File: config.mk
export PLATFORM = sky130hd
export DESIGN_NAME = mc_control_flat
export DESIGN_NICKNAME = d
export VERILOG_FILES = /design/src/rtl/cpu_ctrl_pkg.sv /design/src/rtl/mc_control_if.sv /design/src/rtl/mc_decode.sv /design/src/rtl/mc_control.sv /design/src/flat_wrapper.sv
export SDC_FILE = /design/constraint.sdc
export NUM_CORES = 1
export LEC_CHECK = 0
export CAP_MARGIN = 20
export CORE_ASPECT_RATIO = 1.25
export CORE_MARGIN = 3
export CORE_UTILIZATION = 40
export DETAILED_ROUTE_END_ITERATION = 8
export PLACE_DENSITY_LB_ADDON = 0.05
export SLEW_MARGIN = 20
export SYNTH_ARGS = -nofsm -noshare
export SYNTH_HDL_FRONTEND = slang
export SYNTH_SLANG_ARGS = --single-unit
File: constraint.sdc
create_clock -name clk -period 2.75 [get_ports clk]
set_input_delay 0.55 -clock clk [delete_from_list [all_inputs] [get_ports clk]]
set_output_delay 0.55 -clock clk [all_outputs]
set_load 0.005 [all_outputs]
File: src/rtl/cpu_ctrl_pkg.sv
// Shared types and encodings for the multi-cycle MIPS-subset controller.
package cpu_ctrl_pkg;

   localparam int unsigned OP_W    = 6;
   localparam int unsigned STATE_W = 3;

   typedef enum logic [STATE_W-1:0] {
      ST_FETCH  = 3'd0,
      ST_DECODE = 3'd1,
      ST_EXEC   = 3'd2,
      ST_MEM    = 3'd3,
      ST_WB     = 3'd4
   } state_e;

   localparam logic [OP_W-1:0] OP_RTYPE = 6'h00;
   localparam logic [OP_W-1:0] OP_J     = 6'h02;
   localparam logic [OP_W-1:0] OP_JAL   = 6'h03;
   localparam logic [OP_W-1:0] OP_BEQ   = 6'h04;
   localparam logic [OP_W-1:0] OP_BNE   = 6'h05;
   localparam logic [OP_W-1:0] OP_XORI  = 6'h0E;
   localparam logic [OP_W-1:0] OP_LW    = 6'h23;
   localparam logic [OP_W-1:0] OP_SW    = 6'h2B;

   localparam logic [OP_W-1:0] FN_JR    = 6'h08;
   localparam logic [OP_W-1:0] FN_ADD   = 6'h20;
   localparam logic [OP_W-1:0] FN_SUB   = 6'h22;
   localparam logic [OP_W-1:0] FN_SLT   = 6'h2A;

   typedef enum logic [1:0] {
      ALU_ADD = 2'd0,
      ALU_SUB = 2'd1,
      ALU_SLT = 2'd2,
      ALU_XOR = 2'd3
   } alu_op_e;

   typedef enum logic [1:0] {
      DST_RT = 2'd0,
      DST_RD = 2'd1,
      DST_RA = 2'd2
   } reg_dst_e;

   typedef enum logic [3:0] {
      IC_ALU_R,
      IC_JR,
      IC_LW,
      IC_SW,
      IC_BRANCH,
      IC_J,
      IC_JAL,
      IC_XORI,
      IC_ILLEGAL
   } iclass_e;

endpackage

File: src/rtl/mc_control_if.sv
// Controller <-> IFU/datapath signal bundle.
interface mc_control_if;
   logic       run;
   logic [5:0] opcode;
   logic [5:0] funct;
   logic       mem_ready;
   logic       pc_write;
   logic       ir_write;
   logic       jump;
   logic       jump_reg;
   logic       branch;
   logic       inv_zero;
   logic       reg_write;
   logic [1:0] reg_dst;
   logic       mem_to_reg;
   logic       alu_src;
   logic [1:0] alu_op;
   logic       mem_read;
   logic       mem_write;
   logic       illegal;
   logic       mem_timeout;
   logic [2:0] state;

   modport master (
      input  run, opcode, funct, mem_ready,
      output pc_write, ir_write, jump, jump_reg, branch, inv_zero,
             reg_write, reg_dst, mem_to_reg, alu_src, alu_op,
             mem_read, mem_write, illegal, mem_timeout, state
   );

   modport slave (
      output run, opcode, funct, mem_ready,
      input  pc_write, ir_write, jump, jump_reg, branch, inv_zero,
             reg_write, reg_dst, mem_to_reg, alu_src, alu_op,
             mem_read, mem_write, illegal, mem_timeout, state
   );
endinterface

File: src/rtl/mc_decode.sv
// Combinational opcode/funct classifier.
module mc_decode
   import cpu_ctrl_pkg::*;
(
   input  logic [OP_W-1:0] opcode,
   input  logic [OP_W-1:0] funct,
   output iclass_e         iclass_c,
   output alu_op_e         r_alu_op_c,
   output logic            illegal_c
);

   // Map IR fields to an instruction class; anything unmatched is illegal.
   always_comb begin
      iclass_c   = IC_ILLEGAL;
      r_alu_op_c = ALU_ADD;
      case (opcode)
         OP_RTYPE: begin
            case (funct)
               FN_ADD: begin iclass_c = IC_ALU_R; r_alu_op_c = ALU_ADD; end
               FN_SUB: begin iclass_c = IC_ALU_R; r_alu_op_c = ALU_SUB; end
               FN_SLT: begin iclass_c = IC_ALU_R; r_alu_op_c = ALU_SLT; end
               FN_JR:  iclass_c = IC_JR;
               default: iclass_c = IC_ILLEGAL;
            endcase
         end
         OP_J:    iclass_c = IC_J;
         OP_JAL:  iclass_c = IC_JAL;
         OP_BEQ:  iclass_c = IC_BRANCH;
         OP_BNE:  iclass_c = IC_BRANCH;
         OP_XORI: iclass_c = IC_XORI;
         OP_LW:   iclass_c = IC_LW;
         OP_SW:   iclass_c = IC_SW;
         default: iclass_c = IC_ILLEGAL;
      endcase
   end

   assign illegal_c = (iclass_c == IC_ILLEGAL);

endmodule

File: src/rtl/mc_control.sv
// Multi-cycle control FSM: sequences IFU selects, datapath enables and PC write.
// Outputs are decoded from the current state and IR fields; they are forced
// low while rst_n is asserted so an abandoned instruction never writes.
module mc_control
   import cpu_ctrl_pkg::*;
#(
   parameter int unsigned MEM_WAIT_MAX = 15,
   parameter int unsigned CNT_W        = 4
)(
   input  logic         clk,
   input  logic         rst_n,
   mc_control_if.master bus
);

   state_e           state_q, state_d;
   logic [CNT_W-1:0] cnt_q, cnt_d;
   iclass_e          iclass;
   alu_op_e          r_alu_op;
   logic             illegal_c;
   logic             wait_done_c;

   mc_decode u_decode (
      .opcode     (bus.opcode),
      .funct      (bus.funct),
      .iclass_c   (iclass),
      .r_alu_op_c (r_alu_op),
      .illegal_c  (illegal_c)
   );

   // Last permitted MEM cycle: the counter holds the number of cycles already spent there.
   assign wait_done_c = (cnt_q == CNT_W'(MEM_WAIT_MAX - 1));
   assign bus.state   = STATE_W'(state_q);

   // State and wait-counter registers.
   always_ff @(posedge clk) begin
      if (!rst_n) begin
         state_q <= ST_FETCH;
         cnt_q   <= '0;
      end else begin
         state_q <= state_d;
         cnt_q   <= cnt_d;
      end
   end

   // Next-state and output decode.
   always_comb begin
      state_d         = state_q;
      cnt_d           = '0;
      bus.pc_write    = 1'b0;
      bus.ir_write    = 1'b0;
      bus.jump        = 1'b0;
      bus.jump_reg    = 1'b0;
      bus.branch      = 1'b0;
      bus.inv_zero    = 1'b0;
      bus.reg_write   = 1'b0;
      bus.reg_dst     = DST_RT;
      bus.mem_to_reg  = 1'b0;
      bus.alu_src     = 1'b0;
      bus.alu_op      = ALU_ADD;
      bus.mem_read    = 1'b0;
      bus.mem_write   = 1'b0;
      bus.illegal     = 1'b0;
      bus.mem_timeout = 1'b0;
      if (rst_n) begin
         case (state_q)
            ST_FETCH: begin
               bus.ir_write = bus.run;
               if (bus.run) state_d = ST_DECODE;
            end
            ST_DECODE: begin
               state_d = ST_EXEC;
               if (illegal_c) begin
                  bus.illegal  = 1'b1;
                  bus.pc_write = 1'b1;
                  state_d      = ST_FETCH;
               end else if (iclass == IC_J || iclass == IC_JAL) begin
                  bus.jump     = 1'b1;
                  bus.pc_write = 1'b1;
                  state_d      = ST_FETCH;
                  if (iclass == IC_JAL) begin
                     bus.reg_write = 1'b1;
                     bus.reg_dst   = DST_RA;
                  end
               end
            end
            ST_EXEC: begin
               state_d = ST_FETCH;
               case (iclass)
                  IC_ALU_R: begin
                     bus.alu_op = r_alu_op;
                     state_d    = ST_WB;
                  end
                  IC_XORI: begin
                     bus.alu_src = 1'b1;
                     bus.alu_op  = ALU_XOR;
                     state_d     = ST_WB;
                  end
                  IC_LW, IC_SW: begin
                     bus.alu_src = 1'b1;
                     state_d     = ST_MEM;
                  end
                  IC_BRANCH: begin
                     bus.alu_op   = ALU_SUB;
                     bus.branch   = 1'b1;
                     bus.inv_zero = (bus.opcode == OP_BNE);
                     bus.pc_write = 1'b1;
                  end
                  IC_JR: begin
                     bus.jump_reg = 1'b1;
                     bus.pc_write = 1'b1;
                  end
                  default: state_d = ST_FETCH;
               endcase
            end
            ST_MEM: begin
               bus.mem_read  = (iclass == IC_LW);
               bus.mem_write = (iclass == IC_SW);
               if (bus.mem_ready) begin
                  bus.pc_write = (iclass == IC_SW);
                  state_d      = (iclass == IC_LW) ? ST_WB : ST_FETCH;
               end else if (wait_done_c) begin
                  bus.mem_timeout = 1'b1;
                  bus.pc_write    = 1'b1;
                  state_d         = ST_FETCH;
               end else begin
                  cnt_d = cnt_q + CNT_W'(1);
               end
            end
            ST_WB: begin
               bus.pc_write   = 1'b1;
               bus.reg_write  = 1'b1;
               bus.reg_dst    = (iclass == IC_ALU_R) ? DST_RD : DST_RT;
               bus.mem_to_reg = (iclass == IC_LW);
               state_d        = ST_FETCH;
            end
            default: state_d = ST_FETCH;
         endcase
      end
   end

endmodule

File: src/flat_wrapper.sv
// flat-port wrapper written by rule: the top's interface ports become plain ports
module mc_control_flat import cpu_ctrl_pkg::*;
#(
   parameter int unsigned MEM_WAIT_MAX = 15,
   parameter int unsigned CNT_W        = 4
)
  (clk, rst_n, bus_run, bus_opcode, bus_funct, bus_mem_ready, bus_pc_write, bus_ir_write, bus_jump, bus_jump_reg, bus_branch, bus_inv_zero, bus_reg_write, bus_reg_dst, bus_mem_to_reg, bus_alu_src, bus_alu_op, bus_mem_read, bus_mem_write, bus_illegal, bus_mem_timeout, bus_state);
  mc_control_if bus_i ();
  input  logic clk;
  input  logic rst_n;
  input wire logic [$bits(bus_i.run)-1:0] bus_run;
  input wire logic [$bits(bus_i.opcode)-1:0] bus_opcode;
  input wire logic [$bits(bus_i.funct)-1:0] bus_funct;
  input wire logic [$bits(bus_i.mem_ready)-1:0] bus_mem_ready;
  output wire logic [$bits(bus_i.pc_write)-1:0] bus_pc_write;
  output wire logic [$bits(bus_i.ir_write)-1:0] bus_ir_write;
  output wire logic [$bits(bus_i.jump)-1:0] bus_jump;
  output wire logic [$bits(bus_i.jump_reg)-1:0] bus_jump_reg;
  output wire logic [$bits(bus_i.branch)-1:0] bus_branch;
  output wire logic [$bits(bus_i.inv_zero)-1:0] bus_inv_zero;
  output wire logic [$bits(bus_i.reg_write)-1:0] bus_reg_write;
  output wire logic [$bits(bus_i.reg_dst)-1:0] bus_reg_dst;
  output wire logic [$bits(bus_i.mem_to_reg)-1:0] bus_mem_to_reg;
  output wire logic [$bits(bus_i.alu_src)-1:0] bus_alu_src;
  output wire logic [$bits(bus_i.alu_op)-1:0] bus_alu_op;
  output wire logic [$bits(bus_i.mem_read)-1:0] bus_mem_read;
  output wire logic [$bits(bus_i.mem_write)-1:0] bus_mem_write;
  output wire logic [$bits(bus_i.illegal)-1:0] bus_illegal;
  output wire logic [$bits(bus_i.mem_timeout)-1:0] bus_mem_timeout;
  output wire logic [$bits(bus_i.state)-1:0] bus_state;
  assign bus_i.run = bus_run;
  assign bus_i.opcode = bus_opcode;
  assign bus_i.funct = bus_funct;
  assign bus_i.mem_ready = bus_mem_ready;
  assign bus_pc_write = bus_i.pc_write;
  assign bus_ir_write = bus_i.ir_write;
  assign bus_jump = bus_i.jump;
  assign bus_jump_reg = bus_i.jump_reg;
  assign bus_branch = bus_i.branch;
  assign bus_inv_zero = bus_i.inv_zero;
  assign bus_reg_write = bus_i.reg_write;
  assign bus_reg_dst = bus_i.reg_dst;
  assign bus_mem_to_reg = bus_i.mem_to_reg;
  assign bus_alu_src = bus_i.alu_src;
  assign bus_alu_op = bus_i.alu_op;
  assign bus_mem_read = bus_i.mem_read;
  assign bus_mem_write = bus_i.mem_write;
  assign bus_illegal = bus_i.illegal;
  assign bus_mem_timeout = bus_i.mem_timeout;
  assign bus_state = bus_i.state;
  mc_control #(.MEM_WAIT_MAX(MEM_WAIT_MAX), .CNT_W(CNT_W)) u_core (.clk(clk), .rst_n(rst_n), .bus(bus_i));
endmodule
==> results.txt <==
outcome - finished, final reports clean
FF-to-FF Start - u_core.bus.state[0]
XOR/XNOR Fraction of Synth Area - 3.41%
Slew Viols, Final - 0
WS Path Type - in2out
largest family of logic cells by synthesized area - simple AND/OR/NAND/NOR gates
NumNets Final - 198
register area share after synthesis - 18.2%
initial core utilization - 43.1%
Port Buffers - 35
DR DRC count - 0
grt total ovfl - 0
P_sw - 92.2 uW
cts bufs inserted - 3
Seq pwr share - 33.6%
Pre-Repair DR Iteration Count - 4
# placed instances - 190
clk buf depth - 2
area grow syn2layout - 103%
# clock sinks - 7
flops & latches, synth - 7
WL per Instance - 16.6 microns
Setup Viol. Count Final - 0
Core Box Area - 0.00179 sq mm
hpwl dp - 2.11 mm
GRT Overall Usage - 27.6%
Die X - 45.2 microns
Fin Clk Skew - 1.39 ps
Combinational Power Share - 39.0%
RSZ-0062 raised after global routing - no
Worst EP required - 2200 ps
fin cells - 198
Post-Synth Adder-Cell Area - 3.25%
# hold bufs at CTS - 0
final hold slack - 468 ps
Util after Layout - 87.3%
grt met1 use - 26.0%
Skew-Pair Late Insertion Delay - 240 ps
CP endpoint - bus_illegal
CP cell instances - dlygate4sd2_1, buf_6, nand2_1, nand2_1, a2bb2oi_2, or3_4, buf_4, nor2b_1, dlygate4sd2_1
Fmax - 371 MHz
Final Hold Viols - 0
CTS clk-pin slew, worst paths - 40 ps
pre-CTS setup slack - -600 ps
crit path launch - bus_opcode[1]
Tightest Pin Transition - 603 ps
VDD IR max - 239 uV
clock share of power - 27.4%
Fillers - 95
switching share of total power - 29.2%
Final min period - 2690 ps
CP peak stage delay - 420 ps
ANT nets after route - 0
ANT cells - 0
most frequent cells in the layout - buf_4, dlygate4sd2_1, nor2_1
CTS tree - done
first-pass GRT wire length - 4.93 mm
num ports - 36
share of post-route cells with drive strength above 1 - 39.7%
wirelength, routed - 3.29 mm
Syn Inst Count - 109
WP data arrival - 2140 ps
Synth warnings - 0
initial antenna violation count - 0
complex-gate fraction of the synthesized area - 14.0%
CP Capture Type - output pin
relative slew slack - 59.7%
most used routing layer in global routing - met2
WP depth - 9
PwrDens - 202 mW/mm^2
Power Internal - 223 uW
met2 Resource Use GR - 52.8%
Mapped Nets - 127
Max Cap Viol - 0
Syn Area/Cell - 7.06 sq um
R2R cell count - 6
commonest non-fill, non-tap cell in the layout - buf_4
largest net degree at the start of global routing - 13
vias - 1178
worst reg2reg endpoint - u_core.bus.state[2]
register-to-register setup slack - 990 ps
Synth Area in Simple Gates - 56.6%
DR iter-0 viols - 28
routability cong. - 0.859
number of global-route vias before repair - 1197
Worst Path Buf+Inv - 4
Clock Tree Root - clkbuf_4
Crit Path Max Fanout - 5
die outline height - 55.0 microns
Post-Synthesis Cell Area - 769 sq um
leakage power - 0.000775 uW
post-synthesis mux area share - 1.46%
level count of the clock H-tree - 1
GR met3 Demand/Resource - 2.59%
final setup margin - 56.8 ps
row count - 17
Worst Setup Start Kind - primary input
full die area - 0.00249 sq mm
Worst path top cell family by delay - buffers and inverters
period utilization - 97.9%
Worst Hold Class - reg2reg
synth unique cells - 43
Slowest-stage cell, CP - or3_4
Avg Vias per Cell - 5.95
-- power groups by stage --
stage	clock, uW	sequential [uW]	combinational, uW
floorplan	0	106	34.2
global placement	0	107	94.6
detailed placement	0	107	96.8
CTS	91.3	106	114
global route	94.8	106	131
finish	86.4	106	123
-- metal layers --
metal | share of wire, % | wire [microns]
met1 | 35 | 1160
met3 | 5.1 | 166
met5 | 0 | 0
met4 | 4.6 | 150
met2 | 55 | 1810
-- worst min-delay path by stage --
stage                    start         endpoint  slack (ps)  cells past startpoint
2_1_floorplan  u_core.cnt_q[0]  u_core.cnt_q[0]         430                      1
3_3_place_gp   u_core.cnt_q[0]  u_core.cnt_q[0]         440                      1
3_5_place_dp   u_core.cnt_q[0]  u_core.cnt_q[0]         460                      1
4_1_cts        u_core.cnt_q[0]  u_core.cnt_q[0]         470                      1
5_1_grt        u_core.cnt_q[0]  u_core.cnt_q[0]         490                      1
6_report       u_core.cnt_q[0]  u_core.cnt_q[0]         470                      1
-- cell families after synthesis --
group / Yosys count
compound gates: 16
xor+xnor: 3
fa+ha+maj: 2
buf+inv: 6
flops: 7
mux: 1
simple gates: 74
-- flip-flops by register name, indices dropped and copies added, names as in the netlist --
name              flops
u_core.bus.state      3
u_core.cnt_q          4
-- Yosys cell counts, drive strengths merged --
cell      n  area share, %
a2bb2oi   1            1.1
a21oi     4            2.6
a31oi     1           0.81
or3       2            1.6
o21ai     3            2.0
xnor2     2            2.3
nor2     14            7.2
or4       2            2.0
a2111oi   1            1.1
and4      1            1.1
and3      2            1.6
nand4bb   1            2.1
inv       4            2.0
and4bb    1            1.6
o211a     1            1.3
and2      2            1.6
nand2     8            3.9
nor4      3            2.4
nor4b     3            3.4
o31ai     1           0.98
nor3b     2            2.0
xor2      1            1.1
a211oi    1           0.98
nand4     2            1.6
or2b      1            1.1
nand3     5            3.3
mux2      1            1.5
a222oi    1            1.3
or2       2            1.6
buf       1           0.65
dfxtp     7             18
nand4b    2            2.3
o22ai     1           0.81
nor3      9            5.9
and2b     1           0.98
nand3b    2            2.0
ha        2            3.3
nand2b    4            3.3
a22oi     1           0.98
clkbuf    1           0.49
nor2b     5            4.1
-- cell type report --
type                       count  area [sq um]  area share [%]
timing repair buffer          68           583            37.4
clock buffer                   4          26.3            1.68
inverter                       4          15.0           0.962
sequential                     7           140            8.98
multi-input combinational     96           772            49.5
tap                           19          23.8            1.52
-- through the flow --
stage               total power, uW  cell area (sq um)  TNS, ps
floorplan                       140                769        0
finish                          315               1560        0
CTS                             310               1510        0
detailed placement              204               1350    -5510
global route                    332               1560        0
global placement                202               1350    -5300
-- timing repair --
item / in CTS / in global routing
pin swaps: 11 / 7
endpoints found under the setup margin: 15 / 10
gates resized for setup: 63 / 20
buffers inserted: 3 / 2
Power figures use the tool's default switching activity.
